--- config.mk ---
export PLATFORM = sky130hd
export DESIGN_NAME = vx_gbar_unit
export DESIGN_NICKNAME = d
export VERILOG_FILES = /design/src/rtl/vx_gbar_unit_pkg.sv /design/src/rtl/vx_gbar_rr_arbiter.sv /design/src/rtl/vx_gbar_unit.sv
export SDC_FILE = /design/constraint.sdc
export NUM_CORES = 1
export LEC_CHECK = 0
export BUFFER_PORTS_ARGS = -buffer_cell sky130_fd_sc_hd__buf_2
export CORE_UTILIZATION = 60
export CTS_CLUSTER_SIZE = 14
export DETAILED_ROUTE_END_ITERATION = 10
export PLACE_DENSITY = 0.82
export SLEW_MARGIN = 10
export SYNTH_ARGS = -nofsm -noshare
export SYNTH_HDL_FRONTEND = slang
export SYNTH_SLANG_ARGS = --single-unit
--- constraint.sdc ---
create_clock -name clk -period 5.7 [get_ports clk]
set_input_delay 0.285 -clock clk [delete_from_list [all_inputs] [get_ports clk]]
set_output_delay 0.285 -clock clk [all_outputs]
set_load 0.005 [all_outputs]
--- src/rtl/vx_gbar_unit_pkg.sv ---
// vx_gbar_unit_pkg
//   Shared types and constants for the global barrier responder.
//   Holds the widths that size the gbar request/response buses, the request and
//   response records, the accept-outcome enum and a popcount helper.
//   This file has no ports; it is imported by vx_gbar_rr_arbiter and vx_gbar_unit.

package vx_gbar_unit_pkg;

  localparam int NUM_REQS     = 4;
  localparam int NUM_BARRIERS = 8;
  localparam int NB_WIDTH     = (NUM_BARRIERS > 1) ? $clog2(NUM_BARRIERS) : 1;
  localparam int NC_WIDTH     = (NUM_REQS > 1) ? $clog2(NUM_REQS) : 1;
  // One extra bit so that a full house of NUM_REQS arrivals does not wrap to 0.
  localparam int CNT_WIDTH    = NC_WIDTH + 1;

  typedef struct packed {
    logic [NB_WIDTH-1:0] id;
    logic [NC_WIDTH-1:0] size_m1;
    logic [NC_WIDTH-1:0] core_id;
  } gbar_req_t;

  typedef struct packed {
    logic [NB_WIDTH-1:0] id;
  } gbar_rsp_t;

  // What the accepted request does to its barrier this cycle.
  typedef enum logic [1:0] {
    ACC_NONE,
    ACC_HOLD,
    ACC_DUP,
    ACC_RELEASE
  } acc_kind_e;

  function automatic logic [CNT_WIDTH-1:0] popcount(input logic [NUM_REQS-1:0] bits);
    logic [CNT_WIDTH-1:0] n;
    n = '0;
    for (int i = 0; i < NUM_REQS; i++) begin
      n = n + CNT_WIDTH'(bits[i]);
    end
    return n;
  endfunction

endpackage

--- src/rtl/vx_gbar_rr_arbiter.sv ---
// vx_gbar_rr_arbiter
//   N-way round-robin arbiter. The search for a requester starts at the
//   internal pointer; after a grant to index i the pointer moves to i+1
//   (mod N), and it holds when nothing is granted.
// Ports
//   clk, reset    clock and synchronous active-high reset (pointer -> 0)
//   requests      N request lines
//   grant_onehot  one-hot grant (or zero), combinational from requests
//   grant_index   index of the granted requester
//   grant_valid   a grant was made this cycle

module vx_gbar_rr_arbiter #(
  parameter int N  = 4,
  parameter int IW = (N > 1) ? $clog2(N) : 1
) (
  input  logic          clk,
  input  logic          reset,
  input  logic [N-1:0]  requests,
  output logic [N-1:0]  grant_onehot,
  output logic [IW-1:0] grant_index,
  output logic          grant_valid
);

  logic [IW-1:0] ptr;

  // Scan the requesters starting at ptr and take the first one found.
  always_comb begin
    logic [IW-1:0] idx;
    grant_onehot = '0;
    grant_index  = '0;
    grant_valid  = 1'b0;
    idx          = '0;
    for (int k = 0; k < N; k++) begin
      idx = IW'((int'(ptr) + k) % N);
      if (!grant_valid && requests[idx]) begin
        grant_valid       = 1'b1;
        grant_index       = idx;
        grant_onehot[idx] = 1'b1;
      end
    end
  end

  // Every grant is consumed by the requester, so the pointer advances on any grant.
  always_ff @(posedge clk) begin
    if (reset) begin
      ptr <= '0;
    end else if (grant_valid) begin
      if (grant_index == IW'(N - 1)) begin
        ptr <= '0;
      end else begin
        ptr <= grant_index + 1'b1;
      end
    end
  end

endmodule

--- src/rtl/vx_gbar_unit.sv ---
// vx_gbar_unit
//   Global barrier responder shared by all cores of a cluster. Accepts at most
//   one arrival per cycle (round-robin across cores), tracks an arrival mask and
//   a latched participant count per barrier id, and broadcasts a one-cycle
//   release pulse once size_m1+1 distinct cores have arrived.
// Ports
//   clk, reset    clock and synchronous active-high reset
//   req_valid     per-core arrival request
//   req_id        per-core barrier id (packed, core i at [i*NB_WIDTH +: NB_WIDTH])
//   req_size_m1   per-core participant count minus one (packed likewise)
//   req_ready     per-core accept, one-hot or zero, 0 during reset
//   rsp_valid     release pulse, broadcast to all cores
//   rsp_id        id of the released barrier
//   err_dup       pulse: a core arrived again at a barrier it already holds
//   err_size      pulse: size_m1 differed from the barrier's latched size
//   busy          some barrier has arrivals or a release is being presented

module vx_gbar_unit
  import vx_gbar_unit_pkg::*;
(
  input  logic                         clk,
  input  logic                         reset,
  input  logic [NUM_REQS-1:0]          req_valid,
  input  logic [NUM_REQS*NB_WIDTH-1:0] req_id,
  input  logic [NUM_REQS*NC_WIDTH-1:0] req_size_m1,
  output logic [NUM_REQS-1:0]          req_ready,
  output logic                         rsp_valid,
  output logic [NB_WIDTH-1:0]          rsp_id,
  output logic                         err_dup,
  output logic                         err_size,
  output logic                         busy
);

  logic [NB_WIDTH-1:0]  id_arr   [NUM_REQS];
  logic [NC_WIDTH-1:0]  size_arr [NUM_REQS];
  logic [NUM_REQS-1:0]  arb_req;
  logic [NUM_REQS-1:0]  grant;
  logic [NC_WIDTH-1:0]  grant_idx;
  logic                 grant_valid;

  logic [NUM_REQS-1:0]  mask_q [NUM_BARRIERS];
  logic [NC_WIDTH-1:0]  size_q [NUM_BARRIERS];
  gbar_rsp_t            rsp_q;

  gbar_req_t            acc_req;
  logic [NUM_REQS-1:0]  mask_cur;
  logic [NUM_REQS-1:0]  mask_nxt;
  logic [NC_WIDTH-1:0]  size_eff;
  logic [CNT_WIDTH-1:0] arrive_cnt;
  logic                 first_arrival;
  logic                 size_mismatch;
  acc_kind_e            acc_kind;

  // Split the packed per-core buses, and check that a waiting requester
  // keeps its request stable until it is accepted.
  for (genvar i = 0; i < NUM_REQS; i++) begin : g_core
    assign id_arr[i]   = req_id[i*NB_WIDTH +: NB_WIDTH];
    assign size_arr[i] = req_size_m1[i*NC_WIDTH +: NC_WIDTH];

    a_hold_until_ready : assert property (
      @(posedge clk) disable iff (reset)
      (req_valid[i] && !req_ready[i]) |=>
        (req_valid[i] && $stable(id_arr[i]) && $stable(size_arr[i])));
  end

  // Nothing is granted while reset is held.
  assign arb_req   = reset ? '0 : req_valid;
  assign req_ready = grant;

  vx_gbar_rr_arbiter #(
    .N  (NUM_REQS),
    .IW (NC_WIDTH)
  ) u_arb (
    .clk          (clk),
    .reset        (reset),
    .requests     (arb_req),
    .grant_onehot (grant),
    .grant_index  (grant_idx),
    .grant_valid  (grant_valid)
  );

  // Classify the accepted request against the current state of its barrier.
  // The first arrival supplies the size; later arrivals are counted against
  // the latched size even if they disagree with it.
  always_comb begin
    acc_req.id      = id_arr[grant_idx];
    acc_req.size_m1 = size_arr[grant_idx];
    acc_req.core_id = grant_idx;
    mask_cur        = mask_q[acc_req.id];
    first_arrival   = (mask_cur == '0);
    size_eff        = first_arrival ? acc_req.size_m1 : size_q[acc_req.id];
    size_mismatch   = !first_arrival && (acc_req.size_m1 != size_q[acc_req.id]);
    mask_nxt        = mask_cur | (NUM_REQS'(1) << acc_req.core_id);
    arrive_cnt      = popcount(mask_nxt);
    acc_kind        = ACC_NONE;
    if (grant_valid) begin
      if (mask_cur[acc_req.core_id]) begin
        acc_kind = ACC_DUP;
      end else if (arrive_cnt == ({1'b0, size_eff} + CNT_WIDTH'(1))) begin
        acc_kind = ACC_RELEASE;
      end else begin
        acc_kind = ACC_HOLD;
      end
    end
  end

  // Barrier state, release pulse and error pulses. A release clears the mask
  // immediately, so the same id can start a new episode the very next cycle.
  always_ff @(posedge clk) begin
    if (reset) begin
      for (int b = 0; b < NUM_BARRIERS; b++) begin
        mask_q[b] <= '0;
        size_q[b] <= '0;
      end
      rsp_valid <= 1'b0;
      rsp_q     <= '0;
      err_dup   <= 1'b0;
      err_size  <= 1'b0;
    end else begin
      rsp_valid <= 1'b0;
      err_dup   <= (acc_kind == ACC_DUP);
      err_size  <= grant_valid && size_mismatch;
      if (grant_valid && first_arrival) begin
        size_q[acc_req.id] <= acc_req.size_m1;
      end
      case (acc_kind)
        ACC_HOLD: begin
          mask_q[acc_req.id] <= mask_nxt;
        end
        ACC_RELEASE: begin
          mask_q[acc_req.id] <= '0;
          rsp_valid          <= 1'b1;
          rsp_q.id           <= acc_req.id;
        end
        default: begin
        end
      endcase
    end
  end

  assign rsp_id = rsp_q.id;

  // Busy looks only at registered state, never at the request inputs.
  always_comb begin
    busy = rsp_valid;
    for (int b = 0; b < NUM_BARRIERS; b++) begin
      busy = busy | (|mask_q[b]);
    end
  end

endmodule

==> out/qor.csv <==
metric,value,unit
status,"complete, no violations",
minimum clock period,5289,ps
beginning of the worst hold path,reset,
Leak,1.661,nW
first-pass detailed-route iteration total,5,
First DRT Iteration DRCs,329,
Die Ht,82.73,um
Antenna Cells,0,
post-synthesis cell count,417,
synth top area cells,"edfxtp_1 (37%), nor2_1 (6.5%), a211oi_1 (5.6%), mux2i_1 (5.4%), dfxtp_1 (4.1%)",
Finished Layout Cells,523,
CP Buf/Inv Count,4,
Setup crit start kind,flop,
Async SR Flop Fraction,0,
Slew @ Worst Pin,684.7,ps
CTS Buf Count,5,
root buf cell,clkbuf_8,
Worst Path Required,5860,ps
RD Place Congestion,0.9658,
PortBufs,36,
initial antenna violation count,0,
Yosys top cell by area,edfxtp_1,
routed wl met2,4.468,mm
Finished Core Util,0.6768,
FP Rows,29,
Fmax,189.1,MHz
CP Cell Sequence,"inv_1, ha_1, inv_1, a311oi_1, a2bb2oi_1, and2_4, buf_4, a211oi_1, a2111oi_1, nor4_2, buf_4, nor4_4, mux2i_2, ha_1, xor2_1, nor2_2, a211o_2, nor2_1",
first-pass GRT wire length,13.79,mm
DRC,0,
Critical Path Source,u_arb.ptr[1]$_SDFFE_PP0P_,
"flops & latches, synth",56,
Crit Reg-Reg Startpoint,u_arb.ptr[1]$_SDFFE_PP0P_,
I/O pins,37,
synth unique cells,69,
fin crit share,0.9279,
Via Count,3322,
"Seq/Total Area, Yosys",0.4096,
cell area power density,338.7,mW/mm2
CP top delay family,compound AO/OA/AOI/OAI gates,
Setup Skew,8.490,ps
die area,0.006843,mm2
Final HPWL DP,6.974,mm
Synth Area per Inst,9.376,um2
"commonest cells after routing, fill and taps aside","nor2_1 (67), edfxtp_1 (48), buf_2 (36)",
Ys Warns,0,
Die Span X,82.73,um
met3 WL,720,um
Core Area,0.006314,mm2
ANT nets after route,0,
final number of setup-violating endpoints,0,
most used flip-flop cell after synthesis,edfxtp_1,
clock latency on the worst-skew pair,300,ps
max-cap violation count,0,
"Max stage delay cell, worst path",a2111oi_1,
GR Overflow Total,0,
clk slew on worst S/H paths,90,ps
VDD IR max,0.2784,mV
Synth Net Count,455,
largest net degree at the start of global routing,22,
final wirelength,9.176,mm
peak per-stage delay on the critical path,450,ps
final setup margin,410.9,ps
Worst Hold Class,in2reg,
placed inst area,0.004144,mm2
final net count,483,
data arrival time at the worst-slack endpoint,5450,ps
GRT Overall Usage,0.2725,
Pins Over Slew Limit,0,
CP Class,reg2reg,
ratio of cells with drive above 1 in the final layout,0.2085,
crit path max fanout,20,
"EDFF count, synth",48,
Layout area overhead,9.280,%
Cells after DPL,515,
Initial Util,0.6193,
Clock Path Buffers,2,
final hold violations,0,
DR top layer,met4,
M1 wire length,3.798,mm
design area,0.004273,mm2
vias per cell,6.352,
"commonest non-fill, non-tap cell in the layout",nor2_1,
CTS Sinks,56,
vias in the first global route,2906,
CTS tree,done,
RSZ-0062 raised after global routing,no,
top cell type's share of synthesized area,0.3686,
drt wl/cell,17.54,um
Final TNS setup,0,ps
Post-Synthesis Cell Area,0.003910,mm2
Slew headroom,0.5387,
WHS,330.2,ps
DP Worst Slack,50.63,ps
Design Power,1.447,mW
H-tree level count,2,
CP Capture Type,flop,
==> Yosys cell counts, types with 2 or more instances <==
| cell | n |
|---|---|
| buf_2 | 7 |
| a2111oi_1 | 3 |
| o22ai_1 | 2 |
| a211o_1 | 4 |
| buf_4 | 4 |
| o21ai_0 | 22 |
| o221ai_1 | 6 |
| a211oi_1 | 29 |
| ha_1 | 11 |
| xnor2_1 | 2 |
| nand4_1 | 2 |
| or2_2 | 7 |
| a21oi_1 | 5 |
| nor3_1 | 3 |
| o32ai_1 | 2 |
| nor4_2 | 4 |
| xor2_1 | 2 |
| mux2_2 | 2 |
| nand2_1 | 34 |
| nor4_1 | 8 |
| mux2i_2 | 3 |
| nand3_1 | 8 |
| edfxtp_1 | 48 |
| mux2i_1 | 21 |
| a22oi_1 | 4 |
| buf_6 | 3 |
| dfxtp_1 | 8 |
| inv_1 | 31 |
| mux2_4 | 2 |
| nand2b_1 | 9 |
| nor2_1 | 68 |
| nor2b_1 | 2 |
| buf_1 | 4 |
| clkbuf_1 | 12 |
==> metal layers <==
metal / vias up / GRT usage
met2: 168 / 0.4623
met3: 22 / 0.04835
met4: 0 / 0.08966
li1: 1574 / -
met5: - / 0
met1: 1558 / 0.3513
==> cell families (layout without fill, tap and decap cells) <==
group           Yosys count  count (layout)  synth area share
simple gates            157             157            0.1994
buf+inv                  61              90           0.07040
flops                    56              56            0.4096
fa+ha+maj                12              12           0.04032
mux                      30              30           0.08640
compound gates           96              96            0.1808
xor+xnor                  5               5           0.01312
==> state kept, by name (all words and copies together), names as in the netlist <==
name,flops
rsp_id,3
rsp_valid,1
mask_q,32
size_q,16
err_size,1
u_arb.ptr,2
err_dup,1
==> worst register-to-register path, delay by kind of cell, from the launching register on <==
kind | cells | cell delay, ps
AOI/OAI and AO/OA | 5 | 1720
xor gates and xnor gates | 1 | 190
adders and majority gates | 2 | 660
buffers and inverters | 4 | 680
DFF | 1 | 440
muxes | 1 | 340
and+or+nand+nor | 5 | 1140
==> repair_timing <==
action                                  CTS  global route
endpoints found under the setup margin    0            35
hold endpoints to repair                  0             0
hold buffers                              0             0
gates resized for setup                   0             8
setup buffers                             0             0
==> power by group <==
| part | switching [mW] | total, mW | internal, mW |
|---|---|---|---|
| combinational | 0.416 | 0.668 | 0.252 |
| sequential | 0.0285 | 0.527 | 0.498 |
| clock | 0.120 | 0.252 | 0.132 |
==> final timing paths <==
path	endpoint	slack (ps)	depth (start not counted)
max	mask_q[6][1]$_SDFFCE_PN0P_	410	18
min	u_arb.ptr[1]$_SDFFE_PP0P_	330	2
max reg2reg	mask_q[6][1]$_SDFFCE_PN0P_	410	18
min reg2reg	rsp_id[0]$_SDFFE_PP0N_	540	2
==> final cells by class <==
class                   instances  area (um2)
multi-input cells             300        2058
fillers                       487        2041
flip-flops and latches         56        1603
repair buffers                 51       292.8
inverters                      31       116.4
well taps                      77       96.34
clock buffers                   7       76.32
clock inverters                 1       30.03
Power figures use the tool's default switching activity.
